<file path="src/rtl/prog_load_controller_pkg.sv">
// Shared system package for the program loader.
// Provides the loader FSM state encoding and the default width/depth constants
// used by prog_load_controller.
package prog_load_controller_pkg;

  localparam int DEF_DATA_W = 8;
  localparam int DEF_ADDR_W = 5;
  localparam int DEF_DEPTH  = 32;

  typedef enum logic [2:0] {
    ST_IDLE = 3'd0,
    ST_LOAD = 3'd1,
    ST_DONE = 3'd2,
    ST_RUN  = 3'd3,
    ST_ERR  = 3'd4
  } state_t;

endpackage

</file>
<file path="src/rtl/prog_load_controller.sv">
// prog_load_controller: accepts a program image as a stream of valid/ready
// beats and writes it into program memory, then releases the CPU on request.
//
// Ports:
//   clock, reset_n        - rising-edge clock, async active-low reset
//   prog_valid/prog_ready - beat handshake (beat taken when both are 1)
//   prog_addr             - beat address (explicit mode, or base in auto-inc)
//   prog_data_in          - beat data
//   prog_last             - final beat of the image
//   auto_inc              - address mode, sampled on the first beat of an image
//   clear                 - synchronous return to IDLE, wipes status
//   start_execution       - request CPU run (honoured only in DONE)
//   mem_we/addr/wdata     - registered memory write port, one cycle per beat
//   load_done, load_error - image status flags
//   cpu_run               - CPU enable
//   checksum              - sum of written data mod 2**DATA_W
//   words_loaded          - written-beat count, saturating at 2**ADDR_W
module prog_load_controller
  import prog_load_controller_pkg::*;
#(
  parameter int DATA_W = DEF_DATA_W,
  parameter int ADDR_W = DEF_ADDR_W,
  parameter int DEPTH  = DEF_DEPTH
) (
  input  logic              clock,
  input  logic              reset_n,
  input  logic              prog_valid,
  output logic              prog_ready,
  input  logic [ADDR_W-1:0] prog_addr,
  input  logic [DATA_W-1:0] prog_data_in,
  input  logic              prog_last,
  input  logic              auto_inc,
  input  logic              clear,
  input  logic              start_execution,
  output logic              mem_we,
  output logic [ADDR_W-1:0] mem_addr,
  output logic [DATA_W-1:0] mem_wdata,
  output logic              load_done,
  output logic              load_error,
  output logic              cpu_run,
  output logic [DATA_W-1:0] checksum,
  output logic [ADDR_W:0]   words_loaded
);

  // Addresses are carried one bit wider than the memory so an auto-increment
  // past the top of a full 2**ADDR_W memory is seen as out of range instead
  // of wrapping back to 0.
  localparam logic [ADDR_W:0] DEPTH_L = (ADDR_W+1)'(DEPTH);
  localparam logic [ADDR_W:0] WL_MAX  = (ADDR_W+1)'(2**ADDR_W);
  localparam logic [ADDR_W:0] ONE     = (ADDR_W+1)'(1);

  state_t          state;
  logic            auto_mode;
  logic [ADDR_W:0] ptr;
  logic [ADDR_W:0] beat_addr;
  logic            accept;
  logic            in_range;

  assign prog_ready = ((state == ST_IDLE) || (state == ST_LOAD)) && !clear;
  assign accept     = prog_valid && prog_ready;

  // First beat of an image always uses prog_addr; later beats in auto-inc
  // mode follow the pointer and ignore prog_addr.
  always_comb begin
    beat_addr = {1'b0, prog_addr};
    if ((state == ST_LOAD) && auto_mode) beat_addr = ptr;
  end

  assign in_range = (beat_addr < DEPTH_L);

  always_ff @(posedge clock or negedge reset_n) begin
    if (!reset_n) begin
      state        <= ST_IDLE;
      auto_mode    <= 1'b0;
      ptr          <= '0;
      mem_we       <= 1'b0;
      mem_addr     <= '0;
      mem_wdata    <= '0;
      load_done    <= 1'b0;
      load_error   <= 1'b0;
      cpu_run      <= 1'b0;
      checksum     <= '0;
      words_loaded <= '0;
    end else begin
      mem_we <= 1'b0;
      if (clear) begin
        // prog_ready is low while clear is high, so no beat slips through.
        state        <= ST_IDLE;
        auto_mode    <= 1'b0;
        ptr          <= '0;
        load_done    <= 1'b0;
        load_error   <= 1'b0;
        cpu_run      <= 1'b0;
        checksum     <= '0;
        words_loaded <= '0;
      end else begin
        case (state)
          ST_IDLE, ST_LOAD: begin
            if (accept) begin
              if (state == ST_IDLE) auto_mode <= auto_inc;
              if (in_range) begin
                mem_we    <= 1'b1;
                mem_addr  <= beat_addr[ADDR_W-1:0];
                mem_wdata <= prog_data_in;
                checksum  <= checksum + prog_data_in;
                if (words_loaded != WL_MAX) words_loaded <= words_loaded + ONE;
                ptr <= beat_addr + ONE;
                if (prog_last) begin
                  state     <= ST_DONE;
                  load_done <= 1'b1;
                end else begin
                  state <= ST_LOAD;
                end
              end else begin
                state      <= ST_ERR;
                load_error <= 1'b1;
              end
            end
          end
          ST_DONE: begin
            if (start_execution) begin
              state   <= ST_RUN;
              cpu_run <= 1'b1;
            end
          end
          default: ; // RUN and ERR hold until clear or reset
        endcase
      end
    end
  end

endmodule

</file>
<file path="config.mk">
export PLATFORM = sky130hd
export DESIGN_NAME = prog_load_controller
export DESIGN_NICKNAME = d
export VERILOG_FILES = /design/src/rtl/prog_load_controller_pkg.sv /design/src/rtl/prog_load_controller.sv
export SDC_FILE = /design/constraint.sdc
export NUM_CORES = 1
export LEC_CHECK = 0
export ABC_CLOCK_PERIOD_IN_PS = 2600
export BUFFER_PORTS_ARGS = -buffer_cell sky130_fd_sc_hd__buf_4
export CORE_MARGIN = 2
export CORE_UTILIZATION = 50
export CTS_BUF_LIST = sky130_fd_sc_hd__clkbuf_4
export DETAILED_ROUTE_END_ITERATION = 10
export PLACE_DENSITY_LB_ADDON = 0.25
export SLEW_MARGIN = 10
export SYNTH_ARGS = -nofsm -noshare
export SYNTH_HDL_FRONTEND = slang
export SYNTH_SLANG_ARGS = --single-unit
</file>
<file path="constraint.sdc">
create_clock -name clock -period 2.6 [get_ports clock]
set_input_delay 0.39 -clock clock [delete_from_list [all_inputs] [get_ports clock]]
set_output_delay 0.39 -clock clock [all_outputs]
set_load 0.02 [all_outputs]
</file>
Yosys cells after proc, flatten, opt, wreduce, memory -nomap -nowiden
Cells that the tools add are included.
{"block": "totals", "input_bits": 20, "out_inout_bits": 32, "latch_bits": 0, "ramBits": 0, "n_memories": 0, "elab_cells": 86, "reg_bits": 41, "rom_bits": 0}
{"block": "classes", "shifts": 0, "multipliers": 0, "n_bitwise": 1, "div_mod_pow": 0, "add_sub_neg": 3, "n_mux": 40, "n_lt_le_gt_ge": 1, "n_eq_ne": 6, "reduce_logical": 24}
{"op": "2-to-1 mux 6 bit", "n": 10}
{"op": "2-to-1 mux 8 bit", "n": 4}
{"op": "2-to-1 mux 1 bit", "n": 20}
{"op": "nonzero test 2 bit", "n": 8}
{"op": "adder 6 x 1 -> 6 bit (second input constant)", "n": 2}
{"op": "2-to-1 mux 3 bit", "n": 4}
{"op": "AND reduction 3 bit", "n": 4}
{"op": "AND reduction 4 bit", "n": 3}
{"op": "adder 8 bit", "n": 1}
{"op": "< comparator 6 bit (second input constant)", "n": 1}
{"op": "!= test 3 bit (second input constant)", "n": 2}
{"op": "!= test 6 bit (second input constant)", "n": 1}
{"op": "one-hot mux 3 bit (2 select lines)", "n": 1}
{"op": "equality test 3 x 1 -> 1 bit (second input constant)", "n": 1}
{"op": "equality test 3 x 2 -> 1 bit (second input constant)", "n": 1}
{"op": "logical AND 1 bit", "n": 3}
{"op": "zero test 3 bit", "n": 1}
{"op": "nonzero test 3 bit", "n": 1}
{"op": "2-to-1 mux 2 bit", "n": 1}
{"op": "!= test 2 bit (second input constant)", "n": 1}
{"op": "AND reduction 2 bit", "n": 1}
{"op": "OR reduction 2 bit", "n": 1}
{"op": "zero test 1 bit", "n": 1}
{"op": "logical OR 1 bit", "n": 1}
{"op": "inverter 1 bit", "n": 1}

Depth between registers and ports, before layout
{"block": "logic_depth", "ltp_word": 8, "ltp_mapped": 10, "mapped_depth_nobuf": 9}

Least setup slack after synthesis
Ideal clock, no wire load.
{"block": "synth_timing", "kind": "register to register", "from": "register state[2]", "to": "register ptr[4]", "arrival_time_ps": 2001, "t_required_ps": 2522, "setup_ps": 78, "path_stages_with_launch": 11, "slack_ps": 521, "cell_sequence": "dfrtp_1 > and4bb_2 > clkbuf_1 > nand2_1 > nand2_1 > ha_1 > nand3_1 > xor2_1 > o22ai_1 > nand2_1 > a21oi_1"}
{"block": "synth_between", "elab_chain_cells": 8}
{"item": "from (decl)", "line_no": "prog_load_controller.sv:52", "source": "state_t state;"}
{"item": "from (signal assigned)", "line_no": "prog_load_controller.sv:73", "source": "state <= ST_IDLE;"}
{"item": "from (signal assigned)", "line_no": "prog_load_controller.sv:88", "source": "state <= ST_IDLE;"}
{"item": "from (signal assigned)", "line_no": "prog_load_controller.sv:109", "source": "state <= ST_DONE;"}
{"item": "equality test 3 x 1 -> 1 bit *", "line_no": "prog_load_controller.sv:66", "source": "if ((state == ST_LOAD) && auto_mode) beat_addr = ptr;"}
{"item": "logical AND 1 bit *", "line_no": "prog_load_controller.sv:66"}
{"item": "2-to-1 mux 6 bit *", "line_no": "prog_load_controller.sv:66"}
{"item": "named net beat_addr[1]", "line_no": "prog_load_controller.sv:55", "source": "logic [ADDR_W:0] beat_addr;"}
{"item": "adder 6 x 1 -> 6 bit", "line_no": "prog_load_controller.sv:107", "source": "ptr <= beat_addr + ONE;"}
{"item": "2-to-1 mux 6 bit", "line_no": "prog_load_controller.sv:101", "source": "if (in_range) begin"}
{"item": "2-to-1 mux 6 bit", "line_no": "prog_load_controller.sv:99", "source": "if (accept) begin"}
{"item": "2-to-1 mux 6 bit", "line_no": "prog_load_controller.sv:97", "source": "case (state)"}
{"item": "2-to-1 mux 6 bit", "line_no": "prog_load_controller.sv:86", "source": "if (clear) begin"}
{"item": "to (signal assigned)", "line_no": "prog_load_controller.sv:107"}
{"item": "to (decl)", "line_no": "prog_load_controller.sv:54", "source": "logic [ADDR_W:0] ptr;"}
Mark *: on every way through the listed nets, which the timed path passes. The rest lies on a longest branch. The select of a mux whose other input is x is not followed.
A chain may end at the register's enable or synchronous reset.

Worst setup path in the final report
Same ends and word-level chain as after synthesis.

==> metrics <==
top-area cell type share of the netlist area=roughly 47%; Netlist cell types=42; Pwr Density=around 550 mW/mm2; number of synthesized register bits=41; final hold vios=0; Die X=70.23 um; worst slew pin tran=0.5743 ns; CTS Buf Count=5; layout cells sized above 1=27.70%; Post-synth EDFFs=0; die height=70.23 um; clock sink count=a little over 40; Highest Clock Rate=approximately 470 MHz; simple-gate share of the synthesized area=19.34%; clock root buffer=clkbuf_4; H-tree levels=2; final core occ=62.38%; DRC Markers=0; Pleak=1.252 nW; Die ar.=0.004932 mm2; switch share=around 32%; met1 Use GR=a little over a quarter; cell accounting for the most synthesized area=dfrtp_1; I/O Pins=between 50 and 60; number of vias per cell=5.706; Ant. Diodes=0; MaxCap Viol Count=0; initial core utilization=51.08%; initial antenna violation count=0; Synth warnings=0; Port Buffer Count=51; sequential share of the synthesized area=between 40% and 50%; Synth Area in XOR/XNOR=2.795%; relative slew slack=just over 60%; Std-Cell Rows=24; Hold Crit Class=input pin to async pin; core area=0.004294 mm2; clock power share=about a fifth; Avg Synthesized Cell Area=between 9 and 10 um2; Tmin final=around 2.1 ns; setup TNS=0 ns; global-route usage over all layers=between 20% and 30%; compound-gate portion of the synthesized area=approximately 15%; critical path launch point type=flop; largest net degree at the start of global routing=42; routability cong.=approximately 0.86; Setup violations, final=0; Max FO, Critical Path=8; clk_lat worst skew=0.34 ns; Worst Setup End Kind=flop; syn_nets=257; dpl hpwl=roughly 3200 um; kind of critical path=flop to flop; Net Switching=approximately 0.48 mW; post-synthesis cell count=226; Arrival @ worst endpoint=between 2 and 2.5 ns; period utilisation layout=between 80% and 90%; Setup Slack @ Placement=0.4611 ns; Cell Area, Placed=between 0.002 and 0.003 mm2; largest family of logic cells by synthesized area=simple AND/OR/NAND/NOR gates; total power=between 1 and 1.5 mW; Final WS setup=around 0.45 ns; adder-cell share of the synthesized area=approximately 6.6%; design area=~0.0027 mm2; Async SR Flop Fraction=between 90% and 100%; Longest Clk Path Bufs=2; Crit path required time=2.83 ns; clock slew at reported path FFs=approximately 0.12 ns; area grow syn2layout=22.13%; # resized after CTS=0; first-pass GRT wire length=slightly below 8000 um; RSZ-0062 raised after global routing=false; post-CTS setup buffer count=0; grt met2 use=between 30% and 40%; Most used DFF post-synth=dfrtp_1; Pint=~1 mW; Total Wirelength=between 4000 and 5000 um; met3 GRT Util=5.339%; VDD IR max=roughly 0.00035 V; run status=complete, no violations; wire per inst=14.00 um; Layout Nets=309; Logic pwr share=~29%; CTS tree=yes; number of hold buffers added after CTS=0; Seq pwr share=about 50%; grt ovf=0; post-synthesis mux area share=approximately 6.6%; ranking of synthesized cells by area=dfrtp_1 47%, ha_1 5.7%, a21oi_1 5.2%, nand2_1 5.0%, mux2_2 4.6%; fin. max-slew vios=0; Layout Skew=approximately 0.0086 ns; post-synthesis cell area=approximately 0.0022 mm2; remaining antenna violation count=0; vias=around 1,900; drt pass-1 iters=4; vias in the first global route=approximately 1,700; grt peak-use layer=met2; DR iter-0 viols=between 150 and 200
==> cells in the final DEF, fill, tap and decap left out, drive strengths merged, types with 3 or more instances in the layout <==
cell and count:
xnor2 4, nand4 6, ha 10, clkbuf 6, nand3 7, o21ai 9, mux2i 4, buf 55
xor2 3, a21o 3, mux2 9, inv 5, a21oi 24, and3 3, o211ai 4, dfrtp 41
nor2 22, nand2 30, a31oi 8
==> sequential cells by signal, indices dropped and copies added, names as in the netlist <==
signal,cells
mem_wdata,8
mem_we,1
checksum,8
mem_addr,5
load_done,1
state,3
ptr,6
words_loaded,6
auto_mode,1
load_error,1
cpu_run,1
==> cell families (layout without fill, tap and decap cells) <==
logic type / Yosys count / count (layout)
AO/OA/AOI/OAI: 56 / 56
XOR/XNOR: 7 / 7
adder cells (fa/ha/maj): 11 / 11
buffers and inverters: 15 / 67
flip-flops: 41 / 41
multiplexers: 13 / 13
AND/OR/NAND/NOR: 83 / 83
==> through the flow <==
stage          hold slack (ns)  std cells
2_1_floorplan          0.09441        226
5_1_grt                0.04517        330
3_5_place_dp            0.4073        323
3_3_place_gp            0.4033        323
4_1_cts                0.01137        330
6_report             0.0006551        330
==> cell usage after synthesis, types with 3 or more instances <==
library cell and n:
a21o_1 3, a21oi_1 23, a31oi_1 8, and3_1 3, buf_2 3, clkbuf_1 6
dfrtp_1 41, ha_1 10, inv_1 5, mux2_2 9, mux2i_1 3, nand2_1 29
nand3_1 7, nand4_1 6, nor2_1 21, o211ai_1 4, o21ai_0 9, xnor2_1 4
xor2_1 3
==> worst max-delay path, cell delays in order (launching register included) <==
cell,delay (ns)
dfrtp_1,0.48
and4bb_2,0.36
mux2i_2,0.32
inv_1,0.12
ha_1,0.27
nand3_1,0.12
xor2_1,0.15
o22ai_1,0.09
nand2_1,0.07
a21oi_1,0.06
==> routing by layer <==
layer	part of all wire, %	up-vias
met4	1.2	0
li1	-	921
met3	5.8	7
met2	48	53
met5	0	-
met1	45	902
==> path summary, 6_finish.rpt <==
| path | startpoint | end | slack [ns] | cells after the start |
|---|---|---|---|---|
| setup / recovery | state[2] | ptr[4] | 0.45 | 9 |
| hold / removal | reset_n | ptr[2] | 0.0007 | 1 |
| setup reg to reg | state[2] | ptr[4] | 0.45 | 9 |
| hold reg to reg | cpu_run | cpu_run | 0.51 | 2 |
| max in group asynchronous | reset_n | cpu_run | 2.23 | 1 |
| min in group clock | auto_inc | auto_mode | 0.28 | 3 |
==> final cells by class <==
type / instances / area [um2]
clock buffers: 6 / 45.04
clock inverters: 1 / 3.754
fillers: 379 / 1615
inverters: 5 / 18.77
multi-input cells: 170 / 1107
flip-flops and latches: 41 / 1026
well taps: 52 / 65.06
repair buffers: 55 / 412.9
==> power by group through the flow <==
| stage | logic [mW] | clock network, mW | registers (mW) |
|---|---|---|---|
| final | 0.425 | 0.306 | 0.751 |
| after global routing | 0.466 | 0.343 | 0.760 |
| after CTS | 0.429 | 0.327 | 0.751 |
| after detailed placement | 0.428 | 0 | 0.764 |
| after global placement | 0.422 | 0 | 0.761 |
| after floorplan | 0.190 | 0 | 0.825 |
Power figures use the tool's default switching activity.
